File: config.mk
export PLATFORM = sky130hd
export DESIGN_NAME = ika9958_cen_gen_flat
export DESIGN_NICKNAME = d
export VERILOG_FILES = /design/src/rtl/ika9958_cen_gen_if.sv /design/src/rtl/ika9958_cen_gen.sv /design/src/flat_wrapper.sv
export SDC_FILE = /design/constraint.sdc
export NUM_CORES = 1
export LEC_CHECK = 0
export ABC_AREA = 1
export BUFFER_PORTS_ARGS = -buffer_cell sky130_fd_sc_hd__buf_2
export CAP_MARGIN = 20
export CORE_AREA = 2 2 70 72
export DETAILED_ROUTE_END_ITERATION = 10
export DIE_AREA = 0 0 72 74
export PLACE_DENSITY = 0.7
export SLEW_MARGIN = 20
export SYNTH_ARGS = -nofsm -noshare
export SYNTH_HDL_FRONTEND = slang
export SYNTH_SLANG_ARGS = --single-unit
File: constraint.sdc
create_clock -name i_CLK -period 6.35 [get_ports i_CLK]
set_input_delay 0.635 -clock i_CLK [delete_from_list [all_inputs] [get_ports i_CLK]]
set_output_delay 0.635 -clock i_CLK [all_outputs]
set_load 0.03 [all_outputs]
File: src/rtl/ika9958_cen_gen_if.sv
// Signal bundle between the clock-enable generator and its consumer:
// master enable, per-channel ratio/pause, sync strobe, and generated enables.
interface ika9958_cen_gen_if #(
    parameter int NCH  = 3,
    parameter int DIVW = 4
);
    logic                  i_MCEN;
    logic [NCH*DIVW-1:0]   i_DIV;
    logic [NCH-1:0]        i_PAUSE;
    logic                  i_SYNC_n;
    logic                  i_SYNC_EN;
    logic [NCH-1:0]        o_PCEN;
    logic [NCH-1:0]        o_NCEN;
    logic [NCH-1:0]        o_CLK;
    logic                  o_RST_sync_n;

    modport master (
        output i_MCEN, i_DIV, i_PAUSE, i_SYNC_n, i_SYNC_EN,
        input  o_PCEN, o_NCEN, o_CLK, o_RST_sync_n
    );

    modport slave (
        input  i_MCEN, i_DIV, i_PAUSE, i_SYNC_n, i_SYNC_EN,
        output o_PCEN, o_NCEN, o_CLK, o_RST_sync_n
    );
endinterface

File: src/rtl/ika9958_cen_gen.sv
// Multi-channel clock-enable divider: derives per-channel rising/falling enables
// and a reference clock level from a master clock enable, with pause and resync.
module ika9958_cen_gen #(
    parameter int NCH     = 3,
    parameter int DIVW    = 4,
    parameter int RSTSYNC = 2
) (
    input  logic              i_CLK,
    input  logic              i_RST_n,
    ika9958_cen_gen_if.slave  bus
);

    logic [RSTSYNC-1:0] rst_sr_q;
    logic [RSTSYNC-1:0] rst_sr_d;
    logic               rst_ok;
    logic [2:0]         sync_sr_q;
    logic [2:0]         sync_sr_d;
    logic               sync_ev;
    logic [NCH-1:0]     pcen_vec;
    logic [NCH-1:0]     ncen_vec;
    logic [NCH-1:0]     clk_vec;

    always_comb begin
        rst_sr_d  = {rst_sr_q[RSTSYNC-2:0], 1'b1};
        sync_sr_d = {sync_sr_q[1:0], bus.i_SYNC_n};
    end

    // Reset release advances only with the master enable so all channels start together.
    always_ff @(posedge i_CLK or negedge i_RST_n) begin
        if (!i_RST_n) begin
            rst_sr_q  <= '0;
            sync_sr_q <= 3'b111;
        end else if (bus.i_MCEN) begin
            rst_sr_q  <= rst_sr_d;
            sync_sr_q <= sync_sr_d;
        end
    end

    assign rst_ok  = rst_sr_q[RSTSYNC-1];
    // Falling edge of the strobe, seen after the first sampling stage settles.
    assign sync_ev = bus.i_SYNC_EN & ~sync_sr_q[1] & sync_sr_q[2];

    generate
        for (genvar gi = 0; gi < NCH; gi++) begin : g_ch
            logic [DIVW-1:0] cnt_q;
            logic [DIVW-1:0] cnt_d;
            logic [DIVW-1:0] divl_q;
            logic [DIVW-1:0] divl_d;
            logic [DIVW-1:0] d_eff;
            logic [DIVW-1:0] h_len;
            logic [DIVW-1:0] div_in;
            logic            clk_q;
            logic            clk_d;
            logic            wrap;
            logic            pause;
            logic            pcen;
            logic            ncen;

            assign div_in = bus.i_DIV[gi*DIVW +: DIVW];
            assign pause  = bus.i_PAUSE[gi];
            assign d_eff  = (divl_q < DIVW'(2)) ? DIVW'(2) : divl_q;
            assign h_len  = d_eff >> 1;
            // cnt can sit above D-1 after reset or a ratio change; treat that as wrap too.
            assign wrap   = (cnt_q >= (d_eff - DIVW'(1)));
            assign pcen   = bus.i_MCEN & rst_ok & ~pause & (wrap | sync_ev);
            assign ncen   = bus.i_MCEN & rst_ok & ~sync_ev & (cnt_q == (h_len - DIVW'(1)));

            always_comb begin
                cnt_d  = cnt_q;
                divl_d = divl_q;
                clk_d  = clk_q;
                if (!rst_ok) begin
                    divl_d = div_in;
                end else if (pause) begin
                    if (wrap) divl_d = div_in;
                    else      cnt_d  = cnt_q + DIVW'(1);
                end else if (sync_ev) begin
                    cnt_d = '0;
                    if (wrap) divl_d = div_in;
                end else if (wrap) begin
                    cnt_d  = '0;
                    divl_d = div_in;
                end else begin
                    cnt_d = cnt_q + DIVW'(1);
                end
                if (pcen)      clk_d = 1'b1;
                else if (ncen) clk_d = 1'b0;
            end

            always_ff @(posedge i_CLK or negedge i_RST_n) begin
                if (!i_RST_n) begin
                    cnt_q  <= '1;
                    divl_q <= '1;
                    clk_q  <= 1'b0;
                end else if (bus.i_MCEN) begin
                    cnt_q  <= cnt_d;
                    divl_q <= divl_d;
                    clk_q  <= clk_d;
                end
            end

            assign pcen_vec[gi] = pcen;
            assign ncen_vec[gi] = ncen;
            assign clk_vec[gi]  = clk_q;
        end
    endgenerate

    assign bus.o_PCEN       = pcen_vec;
    assign bus.o_NCEN       = ncen_vec;
    assign bus.o_CLK        = clk_vec;
    assign bus.o_RST_sync_n = rst_ok;

endmodule
File: src/flat_wrapper.sv
// flat-port wrapper written by rule: the top's interface ports become plain ports
module ika9958_cen_gen_flat 
#(
    parameter int NCH     = 3,
    parameter int DIVW    = 4,
    parameter int RSTSYNC = 2
)
  (i_CLK, i_RST_n, bus_i_MCEN, bus_i_DIV, bus_i_PAUSE, bus_i_SYNC_n, bus_i_SYNC_EN, bus_o_PCEN, bus_o_NCEN, bus_o_CLK, bus_o_RST_sync_n);
  ika9958_cen_gen_if #(.NCH(NCH), .DIVW(DIVW)) bus_i ();
  input  logic i_CLK;
  input  logic i_RST_n;
  input wire logic [$bits(bus_i.i_MCEN)-1:0] bus_i_MCEN;
  input wire logic [$bits(bus_i.i_DIV)-1:0] bus_i_DIV;
  input wire logic [$bits(bus_i.i_PAUSE)-1:0] bus_i_PAUSE;
  input wire logic [$bits(bus_i.i_SYNC_n)-1:0] bus_i_SYNC_n;
  input wire logic [$bits(bus_i.i_SYNC_EN)-1:0] bus_i_SYNC_EN;
  output wire logic [$bits(bus_i.o_PCEN)-1:0] bus_o_PCEN;
  output wire logic [$bits(bus_i.o_NCEN)-1:0] bus_o_NCEN;
  output wire logic [$bits(bus_i.o_CLK)-1:0] bus_o_CLK;
  output wire logic [$bits(bus_i.o_RST_sync_n)-1:0] bus_o_RST_sync_n;
  assign bus_i.i_MCEN = bus_i_MCEN;
  assign bus_i.i_DIV = bus_i_DIV;
  assign bus_i.i_PAUSE = bus_i_PAUSE;
  assign bus_i.i_SYNC_n = bus_i_SYNC_n;
  assign bus_i.i_SYNC_EN = bus_i_SYNC_EN;
  assign bus_o_PCEN = bus_i.o_PCEN;
  assign bus_o_NCEN = bus_i.o_NCEN;
  assign bus_o_CLK = bus_i.o_CLK;
  assign bus_o_RST_sync_n = bus_i.o_RST_sync_n;
  ika9958_cen_gen #(.NCH(NCH), .DIVW(DIVW), .RSTSYNC(RSTSYNC)) u_core (.i_CLK(i_CLK), .i_RST_n(i_RST_n), .bus(bus_i));
endmodule
After elaboration in Yosys (flattened, before gate mapping):

Cells that the tools add are included.

* flip-flop bits (word level): 32
* input bits: 20
* logic and storage cells: 95

* add/sub/neg operators: 9
* order comparisons: 6
* eq/ne operators: 9
* muxes and demuxes: 27
* bitwise operators: 21
* reduce and logical (&&, ||, !) cells: 12

Operators by type and width (count)
* two-way mux 4 bit: 21
* bitwise AND 1 bit: 13
* adder 4 x 1 -> 4 bit (second input constant): 3
* == test 4 bit: 3
* greater-or-equal comparator 4 bit: 3
* < comparator 4 x 2 -> 1 bit (second input constant): 3
* inequality test 2 bit (second input constant): 6
* AND reduction 2 bit: 6
* subtractor 3 x 1 -> 4 bit (second input constant): 3
* subtractor 4 x 1 -> 4 bit (second input constant): 3
* AND reduction 3 bit: 3
* two-way mux 1 bit: 6
* nonzero test 2 bit: 3
* inverter 1 bit: 5
* OR 1 bit: 3

Logic depth before layout (Yosys ltp):

* depth after elaboration: 8
* depth in mapped cells: 19
* mapped depth without buffers: 18

Worst setup path after synthesis:

No wires, ideal clock.

* path type: flip-flop to output port
* from: register u_core.g_ch[1].divl_q[3]
* to: output port bus_o_PCEN[1]
* data arrival time: 2381 ps
* slack: 3334 ps
* cell stages (with the launch flop): 19
* path through: dfstp_2 -> clkbuf_2 -> inv_1 -> nand2_1 -> nand2_1 -> inv_1 -> ha_1 -> o21ai_0 -> xor2_1 -> ha_1 -> nand2_1 -> inv_1 -> nand2_1 -> nand2_1 -> nor2_2 -> nand2_1 -> nand3_1 -> inv_1 -> buf_4

* cells in the longest elaborated chain, start to end: 6

RTL lines
* start, declared: line ika9958_cen_gen.sv:47 `logic [DIVW-1:0] divl_q;`
* start signal, assigned: line ika9958_cen_gen.sv:97 `divl_q <= divl_d;`
* < comparator 4 x 2 -> 1 bit: line ika9958_cen_gen.sv:61 `assign d_eff = (divl_q < DIVW'(2)) ? DIVW'(2) : divl_q;`
* two-way mux 4 bit (*): line ika9958_cen_gen.sv:61
* subtractor 4 x 1 -> 4 bit (*): line ika9958_cen_gen.sv:64 `assign wrap = (cnt_q >= (d_eff - DIVW'(1)));`
* greater-or-equal comparator 4 bit (*): line ika9958_cen_gen.sv:64
* OR 1 bit (*): line ika9958_cen_gen.sv:65 `assign pcen = bus.i_MCEN & rst_ok & ~pause & (wrap | sync_ev);`
* bitwise AND 1 bit (*): line ika9958_cen_gen.sv:65
* end, declared: line flat_wrapper.sv:17 `output wire logic [$bits(bus_i.o_PCEN)-1:0] bus_o_PCEN;`

Mark *: on every way between the ends. The rest lies on a longest branch, timed or not.

Worst setup path after layout:

* from: register u_core.g_ch[0].divl_q[2]
* to: output port bus_o_PCEN[0]

* cells in the longest elaborated chain, start to end: 6

RTL lines (line)
* start, declared: ika9958_cen_gen.sv:47
* start signal, assigned: ika9958_cen_gen.sv:97
* < comparator 4 x 2 -> 1 bit: ika9958_cen_gen.sv:61
* two-way mux 4 bit (*): ika9958_cen_gen.sv:61
* subtractor 4 x 1 -> 4 bit (*): ika9958_cen_gen.sv:64
* greater-or-equal comparator 4 bit (*): ika9958_cen_gen.sv:64
* OR 1 bit (*): ika9958_cen_gen.sv:65
* bitwise AND 1 bit (*): ika9958_cen_gen.sv:65

Marks and branches as above.

==> results.py <==
metrics = {
    "timing": {
        "fin_crit_ps": 3530,
        "setup_viol": 0,
        "fmax_mhz": 283,
        "finalHoldViolCount": 0,
        "relSlewSlack_pct": 52.3,
        "tns_ps": 0,
        "finClkSkew_ps": 4.93,
        "slew_viol_final": 0,
        "rsz0062_at_grt": "no",
        "min_period_over_period_pct": 55.6,
        "worst_pin_slew_ps": 716,
    },
    "critical_path": {
        "crit_end": "bus_o_PCEN[0]",
        "worst_ep_arrival_time_ps": 2890,
        "critPathMaxFanout": 6,
        "path_class": "register to primary output",
        "critPathCaptureType": "primary output",
        "crit_start": "u_core.g_ch[0].divl_q[2]",
        "crit_chain": "inv_1 -> nand2_1 -> nand2_1 -> inv_1 -> ha_1 -> inv_1 -> o21ai_0 -> xor2_1 -> ha_1 -> a21oi_1 -> nand2_1 -> nor2_2 -> nand2_1 -> nand3_1 -> inv_1 -> buf_2",
        "cp-start-kind": "register",
        "cp_top_family": "simple AND/OR/NAND/NOR gates",
        "rr_endpoint": "u_core.g_ch[1].divl_q[2]",
        "cp.depth": 16,
        "cp_slowest_stage_delay_ps": 550,
        "reg2reg_slack_ps": 3650,
        "reg2reg_from": "u_core.g_ch[1].divl_q[3]",
        "critPathSlowestCell": "dfstp_2",
        "path_buf_inv": 5,
        "critPathRequiredTime_ps": 5710,
        "r2r_cells": 17,
    },
    "pwr": {
        "p_total_mw": 1.54,
        "peakVddDrop_v": 0.000222,
        "power.density_mw_per_mm2": 587,
        "p_leak_nw": 1.50,
    },
    "route": {
        "drt_first_iter_violations": 86,
        "drc_errors": 0,
        "vias": 2016,
        "firstDrtPassIters": 4,
        "post_drt_via_cell_ratio": 5.03,
        "routedWlPerCell_um": 11.6,
        "wirelength_um": 4640,
        "postRouteAntennaNets": 0,
    },
    "floorplan": {
        "fp.coreArea_mm2": 0.00460,
        "fp.dieW_um": 72,
        "ioPinCount": 30,
        "die_area_mm2": 0.00533,
        "die_h_um": 74,
        "start_util_pct": 52.6,
        "rows": 25,
    },
    "clock_tree": {
        "cts.sinks": 32,
        "clock-root-buffer": "clkbuf_8",
        "cts-buffers-inserted": 5,
        "worstSkewPairLatency_ps": 290,
        "hold_buffers": 0,
        "postCtsSetupRepairBufs": 0,
        "cts_resized": 0,
        "cts_tree": "done",
        "path_clk_slew_ps": 70,
        "clockBufferDepth": 2,
        "cts-htree-levels": 2,
    },
    "logic_synthesis": {
        "avgSynthCellArea_um2": 7.44,
        "synth-main-ff-cell": "dfstp_2",
        "synth-edff-count": 0,
        "netlist_area_mm2": 0.00242,
        "ys_types": 24,
        "synthArstFlopShare_pct": 100,
        "syn_inst": 325,
        "ys_ff_latch": 32,
        "yosys_warnings": 0,
        "synth_fp_nets": 369,
        "ys_seq_area_share_pct": 34.5,
    },
    "finish": {
        "drive_gt1_share_pct": 21.3,
        "final_common_cell": "nand2_1",
        "mostFrequentLayoutCells": "nand2_1, inv_1, buf_2",
        "diodes": 0,
        "area_growth_syn_to_layout_pct": 8.38,
        "nFillCells": 480,
        "nets": 390,
    },
    "place": {
        "gp_congestion": 0.772,
        "hpwl_um": 3430,
        "port_buffers": 29,
    },
    "hold_path": {
        "holdCritPathClass": "primary input to asynchronous set/reset pin",
    },
    "global_route": {
        "overflow": 0,
        "grt_pass1_vias": 1882,
        "grt_antenna_before_repair": 0,
        "grt_pass1_wl_um": 8210,
        "grt_usage_pct": 19.7,
        "grt_max_degree": 33,
    },
    "job": {
        "max_cap_violations": 0,
    },
    "status": {
        "status": "finished clean",
    },
}
==> worst min path at each step <==
stage / end / startpoint / slack [ps] / depth (start not counted)
6_report: u_core.g_ch[1].clk_q / i_RST_n / 400 / 1
5_1_grt: u_core.g_ch[1].clk_q / i_RST_n / 450 / 1
4_1_cts: u_core.rst_sr_q[0] / i_RST_n / 420 / 1
3_5_place_dp: u_core.rst_sr_q[0] / u_core.rst_sr_q[0] / 450 / 1
3_3_place_gp: u_core.rst_sr_q[0] / u_core.rst_sr_q[0] / 450 / 1
2_1_floorplan: u_core.g_ch[0].clk_q / i_RST_n / 340 / 0
==> power breakdown <==
part	internal, mW	leakage, nW	total (mW)	switching [mW]
clock network	0.0864	0.0510	0.164	0.0778
logic	0.350	1.12	0.946	0.596
registers	0.338	0.337	0.428	0.0899
==> cells by family after synthesis <==
group	synth area share, %
buf+inv	11.9
xor+xnor	6.16
simple gates	27.5
fa+ha+maj	12.4
flops	34.5
compound gates	7.45
==> metal layers <==
layer / GRT usage, % / up-vias / part of all wire [%]
li1: - / 1057 / -
met1: 24.0 / 921 / 46
met2: 34.6 / 28 / 49
met3: 4.07 / 10 / 2.8
met4: 7.76 / 0 / 2.1
met5: 0 / - / 0
==> metrics by stage <==
step	std cells	worst slack [ps]	hold slack [ps]	utilization [%]	instance area, µm²
6_report	401	2820	401	57.0	2620
5_1_grt	401	2510	454	57.0	2620
4_1_cts	401	2780	418	57.0	2620
3_5_place_dp	393	3100	452	55.0	2530
3_3_place_gp	393	3150	451	55.0	2530
2_1_floorplan	325	3330	339	-	2420
==> final cells by class <==
class                      count  area [µm²]  area share [%]
sequential                    32         835            31.9
clock inverter                 2        10.0           0.382
inverter                      49         185            7.07
multi-input combinational    229        1290            49.4
tap                           54        67.6            2.58
clock buffer                   6        82.6            3.15
timing repair buffer          29         145            5.54
==> sequential cells by signal (all words and copies together) (netlist names) <==
name	flops
u_core.g_ch.clk_q	3
u_core.g_ch.cnt_q	12
u_core.g_ch.divl_q	12
u_core.rst_sr_q	2
u_core.sync_sr_q	3
==> cells in the mapped netlist (3+ instances only) <==
library cell,n,area [µm²]
nand4_1,3,18.8
buf_4,9,67.6
dfstp_2,27,709
nand2_1,118,443
nand3_1,20,100
nor2_1,11,41.3
o2111ai_1,12,105
xor2_1,11,96.3
o21ai_0,11,55.1
a21oi_1,3,15.0
buf_2,3,15.0
xnor2_1,6,52.6
dfrtp_1,5,125
nor2_2,3,18.8
ha_1,24,300
inv_1,48,180
nand2_2,4,25.0
Power figures use the tool's default switching activity.
